--- config.mk ---
export PLATFORM = sky130hd
export DESIGN_NAME = wut_timer
export DESIGN_NICKNAME = d
export VERILOG_FILES = /design/src/rtl/wut_timer.sv
export SDC_FILE = /design/constraint.sdc
export NUM_CORES = 1
export LEC_CHECK = 0
export CAP_MARGIN = 20
export CORE_ASPECT_RATIO = 0.7
export CORE_MARGIN = 2
export CORE_UTILIZATION = 30
export CTS_BUF_LIST = sky130_fd_sc_hd__clkbuf_4 sky130_fd_sc_hd__clkbuf_8 sky130_fd_sc_hd__clkbuf_16
export DETAILED_ROUTE_END_ITERATION = 10
export GPL_ROUTABILITY_DRIVEN = 0
export SLEW_MARGIN = 20
export SYNTH_ARGS = -nofsm -noshare
export SYNTH_HDL_FRONTEND = slang
export SYNTH_SLANG_ARGS = --single-unit
export TNS_END_PERCENT = 5
--- constraint.sdc ---
create_clock -name perm_clk -period 1.6 [get_ports perm_clk]
set_input_delay 0.32 -clock perm_clk [delete_from_list [all_inputs] [get_ports perm_clk]]
set_output_delay 0.32 -clock perm_clk [all_outputs]
set_load 0.05 [all_outputs]
--- src/rtl/wut_timer.sv ---
// wut_timer: always-on wake-up timer, responder side of the PMU start handshake.
// Ports: perm_clk/perm_rstb (async active-low) clock and reset; perm_wut_en enable;
// perm_wut_period/perm_wut_prescaler count setup sampled at start; perm_wut_start_req/ack
// handshake; perm_wut_it one-cycle expiry pulse; perm_wut_remaining (WUT_READBACK_EN only).
module wut_timer #(
  parameter int CNT_WIDTH = 8,
  parameter int PSC_WIDTH = 4
) (
  input  logic                 perm_clk,
  input  logic                 perm_rstb,
  input  logic                 perm_wut_en,
  input  logic [CNT_WIDTH-1:0] perm_wut_period,
  input  logic [PSC_WIDTH-1:0] perm_wut_prescaler,
  input  logic                 perm_wut_start_req,
  output logic                 perm_wut_start_ack,
  output logic                 perm_wut_it
`ifdef WUT_READBACK_EN
  ,
  output logic [CNT_WIDTH-1:0] perm_wut_remaining
`endif
);
  typedef enum logic [1:0] {S_IDLE, S_RUN, S_FIRE} state_t;
  state_t state, state_n;
  logic [CNT_WIDTH-1:0] cnt, cnt_n;
  logic [PSC_WIDTH-1:0] psc, psc_n, psc_rld, psc_rld_n;
  always_comb begin
    state_n   = state;
    cnt_n     = cnt;
    psc_n     = psc;
    psc_rld_n = psc_rld;
    if (!perm_wut_en) begin
      state_n = S_IDLE;
      cnt_n   = '0;
      psc_n   = '0;
    end else begin
      case (state)
        S_IDLE: if (perm_wut_start_req) begin
          state_n   = S_RUN;
          cnt_n     = (perm_wut_period == '0) ? CNT_WIDTH'(1) : perm_wut_period;
          psc_n     = perm_wut_prescaler;
          psc_rld_n = perm_wut_prescaler;
        end
        S_RUN: if (psc == '0) begin
          psc_n   = psc_rld;
          cnt_n   = cnt - 1'b1;
          state_n = (cnt == CNT_WIDTH'(1)) ? S_FIRE : S_RUN;
        end else begin
          psc_n = psc - 1'b1;
        end
        S_FIRE: begin
          state_n = S_IDLE;
          psc_n   = '0;
        end
        default: state_n = S_IDLE;
      endcase
    end
  end
  // ack and it are flopped from the next state so the PMU sees clean flop outputs
  always_ff @(posedge perm_clk or negedge perm_rstb) begin
    if (!perm_rstb) begin
      state              <= S_IDLE;
      cnt                <= '0;
      psc                <= '0;
      psc_rld            <= '0;
      perm_wut_start_ack <= 1'b0;
      perm_wut_it        <= 1'b0;
    end else begin
      state              <= state_n;
      cnt                <= cnt_n;
      psc                <= psc_n;
      psc_rld            <= psc_rld_n;
      perm_wut_start_ack <= state_n != S_IDLE;
      perm_wut_it        <= state_n == S_FIRE;
    end
  end
`ifdef WUT_READBACK_EN
  assign perm_wut_remaining = cnt;
`endif
endmodule
==> results of run 1 <==
## cell usage after synthesis, types with 2 or more instances
cell type	count
mux2_2	5
mux2i_1	2
nand2_1	8
ha_1	7
nor3_1	4
a211o_1	2
buf_6	2
buf_2	2
o31a_1	2
dfrtp_1	20
inv_1	7
a21boi_1	2
nand3_1	7
nor2_1	9
o21ai_0	10
nor4_1	2
a21oi_1	9
a31oi_1	5
nand2b_1	8
## timing repair
action                                  CTS  global route
endpoints found under the setup margin   14            18
resized for setup                        12            23
pin swaps                                12             7
setup buffers                             0             4
cloned                                    0             0
## kinds of logic after synthesis
kind of cell,synth area share (%)
flip-flops,36.3
adder cells (fa/ha/maj),6.35
buffers and inverters,5.54
AO/OA/AOI/OAI,22.1
AND/OR/NAND/NOR,22.9
multiplexers,5.54
XOR/XNOR,1.27
## layer usage
layer / share of wire (%) / GRT usage [%] / vias up
met4: 0.59 / 2.49 / 0
met2: 48 / 27.5 / 50
met1: 45 / 21.4 / 679
met3: 6.1 / 4.90 / 4
li1: - / - / 666
met5: 0 / 0 / -
## per-stage QoR
stage	instances	hold WS (ns)	TNS (ns)	utilization, %	total power [mW]
after detailed placement	256	0.506	-2.82	43.5	3.31
after floorplan	147	0.0244	-0.686	-	2.28
after global routing	263	0.433	-2.22	48.1	4.47
after global placement	256	0.497	-2.16	43.5	3.24
after CTS	259	0.413	-1.56	45.2	3.77
final	263	0.399	-1.44	48.1	4.17
## flip-flops by register name, indices dropped and copies added, names as in the netlist
name and flops:
cnt 8, psc 4, perm_wut_start_ack 1, psc_rld 4
perm_wut_it 1, state 2
## worst paths after layout
kind / slack [ns] / cells past startpoint / to / start
min reg2reg: 0.53 / 1 / psc_rld[1] / psc_rld[1]
max: -0.15 / 6 / cnt[0] / psc[1]
max in group asynchronous: 0.98 / 2 / psc_rld[2] / perm_rstb
min: 0.40 / 2 / cnt[0] / perm_rstb
min in group perm_clk: 0.53 / 1 / psc_rld[1] / psc_rld[1]
max reg2reg: -0.15 / 6 / cnt[0] / psc[1]
## area by class of cell
cell class / instances / area (um^2) / area share, %
inverter: 7 / 26.3 / 1.25
sequential: 20 / 500 / 23.7
tap: 55 / 68.8 / 3.26
multi-input combinational: 114 / 942 / 44.7
timing repair buffer: 64 / 529 / 25.1
clock buffer: 3 / 41.3 / 1.96
## power groups by stage
stage	Clock [mW]	Combinational, mW	Sequential (mW)
after global routing	0.364	3.20	0.913
after CTS	0.347	2.55	0.872
final	0.335	2.96	0.880
after detailed placement	0	2.44	0.873
after floorplan	0	1.35	0.926
after global placement	0	2.38	0.867
## layout by cell type, fill, tap and decap left out, drive strengths merged, types with 2 or more instances in the layout
cell type,instances
a211o,3
a211oi,2
a21boi,3
a21o,2
a21oi,10
a31oi,5
and2b,2
buf,49
clkbuf,3
clkdlybuf4s50,15
dfrtp,20
ha,7
inv,7
mux2,5
mux2i,2
nand2,8
nand2b,8
nand3,7
nor2,9
nor3,4
nor3b,2
nor4,3
nor4b,2
o21ai,11
o31a,2
==> impl_metrics.env, run 1 <==
export IMPL_status="complete, but fails checks"
export IMPL_violations="setup timing"
export IMPL_cp_start_kind="register"
export IMPL_synthArstFlopShare_pct=100
export IMPL_rsz0062_at_grt="true"
export IMPL_pre_cts_slack_ns=-0.308
export IMPL_yosysSeqAreaShare_pct=36.3
export IMPL_pin_count=18
export IMPL_synth_top_cell_by_area="dfrtp_1"
export IMPL_drc=0
export IMPL_worst_pin_slew_ns=0.343
export IMPL_clkLatencyLatePin_ns=0.26
export IMPL_switchingPower_mw=1.75
export IMPL_setup_violations=13
export IMPL_slew_headroom_pct=77.0
export IMPL_worstPathArrival_ns=1.89
export IMPL_wire_per_inst_um=15.5
export IMPL_clockBufferDepth=2
export IMPL_yosysTopAreaCellShare_pct=36.3
export IMPL_power_density_nw_per_um2=1980
export IMPL_place_area_um2=1900
export IMPL_slowest_delay_ns=0.45
export IMPL_ctsHtreeMaxLevel=1
export IMPL_grt_ovfl_total=0
export IMPL_drt_iter0_markers=104
export IMPL_syn_area_per_cell_um2=9.38
export IMPL_grt_pass1_wl_um=6610
export IMPL_hold_buffers=0
export IMPL_clockPowerShare_pct=8.0
export IMPL_coreArea_um2=4380
export IMPL_fill_cells=377
export IMPL_synthTopCellsByArea="dfrtp_1 (36%), ha_1 (6.4%), mux2_2 (4.1%)"
export IMPL_setup_slack_ns=-0.149
export IMPL_wirelength_um=4070
export IMPL_path_max_fanout=8
export IMPL_cts_buffers=3
export IMPL_synth_ff_type="dfrtp_1"
export IMPL_path_buf_inv=1
export IMPL_crit_path_top_delay_cell="or3b_4"
export IMPL_p_leak_nw=0.901
export IMPL_maxClockFrequency_ghz=0.572
export IMPL_path_cells="inv_2, ha_4, or3b_4, a21o_4, o31ai_1, a211oi_1"
export IMPL_cp_required_ns=1.74
export IMPL_synthDistinctLibCells=53
export IMPL_grt_use_total_pct=16.3
export IMPL_synth_edf_count=0
export IMPL_swShare_pct=42.1
export IMPL_drt_vias_per_instance=5.32
export IMPL_dp_final_hpwl_um=2990
export IMPL_clock_sinks=20
export IMPL_hold_viol=0
export IMPL_yosys_warnings=0
export IMPL_crit_family="compound AO/OA/AOI/OAI gates"
export IMPL_clk_pin_slew_ns=0.08
export IMPL_stdcell_area_um2=2110
export IMPL_drtAntennaViolNets=0
export IMPL_ys_ff_latch=20
export IMPL_dieArea_um2=5160
export IMPL_clock_skew_ns=0.00508
export IMPL_power_frac_comb_pct=70.9
export IMPL_cts_tree="yes"
export IMPL_drive_above_1_share_pct=42.8
export IMPL_crit_type="reg2reg"
export IMPL_syn_num_nets=170
export IMPL_nets=233
export IMPL_finalCriticalPeriod_ns=1.75
export IMPL_diodes=0
export IMPL_fin_crit_sh_pct=109
export IMPL_start_util_pct=31.5
export IMPL_die_w_um=85.0
export IMPL_max_vdd_ir_drop_mv=0.804
export IMPL_p_seq_share_pct=21.1
export IMPL_drt_pass1_iter_count=4
export IMPL_area_growth_pct=52.9
export IMPL_maxCapViolations=0
export IMPL_maxSlewViolCount=0
export IMPL_antenna_found_initial=0
export IMPL_syn_inst=147
export IMPL_portBuffers=17
export IMPL_hp_class="in2async"
export IMPL_end_kind="register"
export IMPL_row_count=20
export IMPL_grt_pass1_vias=1393
export IMPL_synth_area_um2=1380
export IMPL_grt_max_degree=21
export IMPL_die_height_um=60.7
export IMPL_internal_power_mw=2.42
export IMPL_cts_root_buf="clkbuf_8"
export IMPL_dr_total_vias=1399
No activity file was read; power rests on OpenSTA's default activity.
==> run 2: changes to the inputs <==
--- a/config.mk
+++ b/config.mk
@@ -12,6 +12,7 @@
 export CTS_BUF_LIST = sky130_fd_sc_hd__clkbuf_4 sky130_fd_sc_hd__clkbuf_8 sky130_fd_sc_hd__clkbuf_16
 export DETAILED_ROUTE_END_ITERATION = 10
 export GPL_ROUTABILITY_DRIVEN = 0
+export SETUP_SLACK_MARGIN = 0.02
 export SLEW_MARGIN = 20
 export SYNTH_ARGS = -nofsm -noshare
 export SYNTH_HDL_FRONTEND = slang
==> impl_metrics.env, run 2 (synthesis gave the netlist of run 1 again) <==
export IMPL_mostFrequentLayoutCell="buf_4"
export IMPL_place_area_um2=1900
export IMPL_cts_tree="yes"
export IMPL_hold_viol=0
export IMPL_placedCellCount=256
export IMPL_wire_per_inst_um=15.5
export IMPL_pin_count=18
export IMPL_dp_final_hpwl_um=2990
export IMPL_end_kind="register"
export IMPL_clk_pin_slew_ns=0.08
export IMPL_maxCapViolations=0
export IMPL_drt_iter0_markers=141
export IMPL_start_util_pct=31.5
export IMPL_clock_sinks=20
export IMPL_wirelength_um=4090
export IMPL_clockBufferDepth=2
export IMPL_finalCriticalPeriod_ns=1.74
export IMPL_top_regs="cnt x8, psc x4, psc_rld x4"
export IMPL_grt_pass1_wl_um=6610
export IMPL_largest_reg_flops=8
export IMPL_worst_pin_slew_ns=0.343
export IMPL_grt_max_degree=21
export IMPL_row_count=20
export IMPL_path_max_fanout=8
export IMPL_worstPathArrival_ns=1.89
export IMPL_clkLatencyLatePin_ns=0.26
export IMPL_clock_skew_ns=0.00457
export IMPL_fill_cells=378
export IMPL_hold_buffers=0
export IMPL_antenna_found_initial=0
export IMPL_cp_start_kind="register"
export IMPL_max_vdd_ir_drop_mv=0.809
export IMPL_critPathLaunch="psc[1]"
export IMPL_power_density_nw_per_um2=1980
export IMPL_ctsHtreeMaxLevel=1
export IMPL_layout_common_cells="buf_4 (46), dfrtp_1 (20), clkdlybuf4s50_1 (15)"
export IMPL_p_leak_nw=0.906
export IMPL_drt_pass1_iter_count=4
export IMPL_final_seq_area_um2=500
export IMPL_endpoint="cnt[0]"
export IMPL_dr_total_vias=1401
export IMPL_maxSlewViolCount=0
export IMPL_rsz0062_at_grt="true"
export IMPL_area_growth_pct=53.2
export IMPL_grt_pass1_vias=1393
export IMPL_nets=233
export IMPL_instances_no_fill=263
export IMPL_grt_use_total_pct=16.3
export IMPL_reg2reg_depth=6
export IMPL_crit_type="reg2reg"
export IMPL_drtAntennaViolNets=0
export IMPL_cts_root_buf="clkbuf_8"
export IMPL_die_height_um=60.7
export IMPL_setup_violations=13
export IMPL_status="complete, but fails checks"
export IMPL_regMostFlops="cnt"
export IMPL_drc=0
export IMPL_cts_buffers=3
export IMPL_cp_required_ns=1.74
export IMPL_stdcell_area_um2=2110
export IMPL_drt_vias_per_instance=5.33
export IMPL_coreArea_um2=4380
export IMPL_slew_headroom_pct=76.9
export IMPL_diodes=0
export IMPL_setup_slack_ns=-0.144
export IMPL_maxClockFrequency_ghz=0.573
export IMPL_die_w_um=85.0
export IMPL_drive_above_1_share_pct=43.3
export IMPL_hp_class="in2async"
export IMPL_fin_crit_sh_pct=109
export IMPL_p_total_mw=4.18
export IMPL_rrSetupSlack_ns=-0.14
export IMPL_dieArea_um2=5160
export IMPL_multi_input_area_um2=946
export IMPL_r2r_end="cnt[0]"
export IMPL_portBuffers=17
export IMPL_grt_ovfl_total=0
export IMPL_violations="setup timing"
export IMPL_reg2reg_from="psc[1]"
## run 2: changes by cell type in the layout (fill, tap and decap cells not counted)
cell	previous run	this run
inv_1	4	3
mux2_4	0	1
mux2_2	5	4
inv_2	3	4
## run 2: timing repair
action	in CTS	in global routing
setup buffers	0	4
gates resized for setup	14	23
endpoints found under the setup margin	15	20
pin swaps	12	7
## run 2: cell type report
type,count,share of cell area [%]
Multi-Input combinational cell,114,44.8
Tap cell,55,3.26
Inverter,7,1.24
Clock buffer,3,1.95
Timing Repair Buffer,64,25.1
Sequential cell,20,23.7
## run 2: through the flow
step | utilization, % | setup slack [ns] | TNS [ns] | hold slack, ns
detailed placement | 43.5 | -0.308 | -2.82 | 0.506
finish | 48.2 | -0.144 | -1.37 | 0.400
floorplan | - | -0.0852 | -0.686 | 0.0244
CTS | 45.3 | -0.172 | -1.56 | 0.413
global placement | 43.5 | -0.205 | -2.16 | 0.497
global route | 48.2 | -0.244 | -2.19 | 0.433
## run 2: where the power goes
group          internal, mW  switching, mW
clock network         0.168          0.167
logic                  1.55           1.42
registers             0.710          0.170
total                  2.42           1.75
## run 2: worst min-delay path by stage
stage            endpoint  slack (ns)  cells past startpoint
4_1_cts            cnt[1]        0.41                      2
3_5_place_dp   psc_rld[1]        0.51                      1
6_report           cnt[0]        0.40                      2
2_1_floorplan      cnt[0]        0.02                      0
5_1_grt            cnt[1]        0.43                      2
3_3_place_gp   psc_rld[1]        0.50                      1
## run 2: metal layers
layer,up-vias,GRT usage (%),share of wire [%]
met5,-,0,0
met1,679,21.4,44
li1,667,-,-
met4,0,2.49,0.59
met3,4,4.90,6.3
met2,51,27.5,49
## run 2: critical path, cell delays in order (launching register included)
cell,delay (ns)
dfrtp_1,0.40
inv_2,0.09
ha_4,0.14
or3b_4,0.45
a21o_4,0.27
nor4_4,0.21
a211oi_1,0.07
==> run 3: changes to the inputs <==
==> constraint.sdc (replaced) <==
create_clock -name perm_clk -period 1.5 [get_ports perm_clk]
set_input_delay 0.3 -clock perm_clk [delete_from_list [all_inputs] [get_ports perm_clk]]
set_output_delay 0.3 -clock perm_clk [all_outputs]
set_load 0.05 [all_outputs]
==> impl_metrics.env, run 3 (synthesis gave the netlist of run 1 again) <==
export IMPL_status="complete, but fails checks"
export IMPL_violations="setup timing"
export IMPL_rsz0062_at_grt="true"
export IMPL_clock_sinks=20
export IMPL_dieArea_um2=5160
export IMPL_placedCellCount=262
export IMPL_drt_vias_per_instance=5.13
export IMPL_max_vdd_ir_drop_mv=0.821
export IMPL_cp_start_kind="register"
export IMPL_grt_max_degree=21
export IMPL_setup_violations=15
export IMPL_drc=0
export IMPL_finish_utilization_pct=50.0
export IMPL_multi_input_area_um2=935
export IMPL_path_buf_inv=2
export IMPL_hold_viol=0
export IMPL_wirelength_um=3970
export IMPL_maxClockFrequency_ghz=0.577
export IMPL_crit_type="reg2reg"
export IMPL_layout_common_cells="buf_4 (49), dfrtp_1 (20), clkdlybuf4s50_1 (15)"
export IMPL_worstPathArrival_ns=1.87
export IMPL_diodes=0
export IMPL_clock_skew_ns=0.0164
export IMPL_path_max_fanout=8
export IMPL_regMostFlops="cnt"
export IMPL_crit_path_top_delay_cell="or3b_4"
export IMPL_die_height_um=60.7
export IMPL_hold_buffers=0
export IMPL_grt_pass1_vias=1355
export IMPL_clk_pin_slew_ns=0.09
export IMPL_coreArea_um2=4380
export IMPL_final_seq_area_um2=500
export IMPL_place_area_um2=1970
export IMPL_die_w_um=85.0
export IMPL_grt_ovfl_total=0
export IMPL_maxSlewViolCount=0
export IMPL_grt_pass1_wl_um=6560
export IMPL_mostFrequentLayoutCell="buf_4"
export IMPL_p_leak_nw=0.943
export IMPL_pin_count=18
export IMPL_nets=239
export IMPL_tns_ns=-2.45
export IMPL_drtAntennaViolNets=0
export IMPL_grt_use_total_pct=16.0
export IMPL_cp_required_ns=1.64
export IMPL_row_count=20
export IMPL_cts_tree="yes"
export IMPL_setup_slack_ns=-0.234
export IMPL_cts_buffers=3
export IMPL_fin_crit_sh_pct=116
export IMPL_slowest_delay_ns=0.45
export IMPL_start_util_pct=31.5
export IMPL_crit_family="simple AND/OR/NAND/NOR gates"
export IMPL_area_growth_pct=58.7
export IMPL_slew_headroom_pct=72.2
export IMPL_cts_root_buf="clkbuf_8"
export IMPL_ctsHtreeMaxLevel=1
export IMPL_worst_pin_slew_ns=0.413
export IMPL_hp_class="in2async"
export IMPL_finalCriticalPeriod_ns=1.73
export IMPL_drt_iter0_markers=79
export IMPL_largest_reg_flops=8
export IMPL_top_regs="cnt x8, psc x4, psc_rld x4"
export IMPL_drt_pass1_iter_count=4
export IMPL_wire_per_inst_um=14.7
export IMPL_portBuffers=17
export IMPL_clockBufferDepth=2
export IMPL_stdcell_area_um2=2190
export IMPL_clkLatencyLatePin_ns=0.27
export IMPL_dp_final_hpwl_um=3010
export IMPL_dr_total_vias=1385
export IMPL_antenna_found_initial=0
export IMPL_maxCapViolations=0
export IMPL_path_cells="inv_2, ha_4, or3b_4, a21o_4, buf_4, nand2_1, a21boi_1"
export IMPL_fill_cells=373
export IMPL_pre_cts_slack_ns=-0.327
export IMPL_power_density_nw_per_um2=2080
export IMPL_end_kind="register"
export IMPL_instances_no_fill=270
export IMPL_drive_above_1_share_pct=42.8
-- run 3: cell type report --
type                       instances  share of cell area [%]
multi-input combinational        114                    42.7
timing repair buffer              70                    27.6
sequential                        20                    22.9
tap                               55                    3.14
clock buffer                       4                    2.52
inverter                           7                    1.20
-- run 3: stage by stage --
step                total power [mW]  hold slack, ns
floorplan                       2.43         0.00441
global placement                3.60           0.498
detailed placement              3.67           0.498
CTS                             4.27           0.384
global route                    4.86           0.417
finish                          4.56           0.369
-- run 3: worst paths after layout --
kind / slack (ns) / endpoint / start / cells past startpoint
worst max-delay path: -0.23 / cnt[1] / psc[1] / 7
worst max register to register: -0.23 / cnt[1] / psc[1] / 7
max in group asynchronous: 0.90 / psc_rld[3] / perm_rstb / 2
min in group perm_clk: 0.51 / psc_rld[2] / psc_rld[2] / 1
worst min register to register: 0.51 / psc_rld[2] / psc_rld[2] / 1
worst min-delay path: 0.37 / cnt[0] / perm_rstb / 2
-- run 3: repair_timing --
| action | in CTS | in global routing |
|---|---|---|
| pin swaps | 13 | 11 |
| setup endpoints to repair | 20 | 20 |
| setup buffers | 0 | 4 |
| resized for setup | 17 | 14 |
-- run 3: metal layers --
metal  track usage [%]  vias up  wire length, um  share of wire (%)
li1                  -      679                -                  -
met1              22.9      661             1890                 48
met2              25.7       39             1840                 46
met3              3.40        6              197                5.0
met4              2.72        0               42                1.1
met5                 0        -                0                  0
-- run 3: report_power, final --
group	internal, mW	switching (mW)	leakage [nW]
sequential	0.758	0.191	0.258
combinational	1.71	1.47	0.656
clock	0.234	0.188	0.0288
total	2.70	1.85	0.943
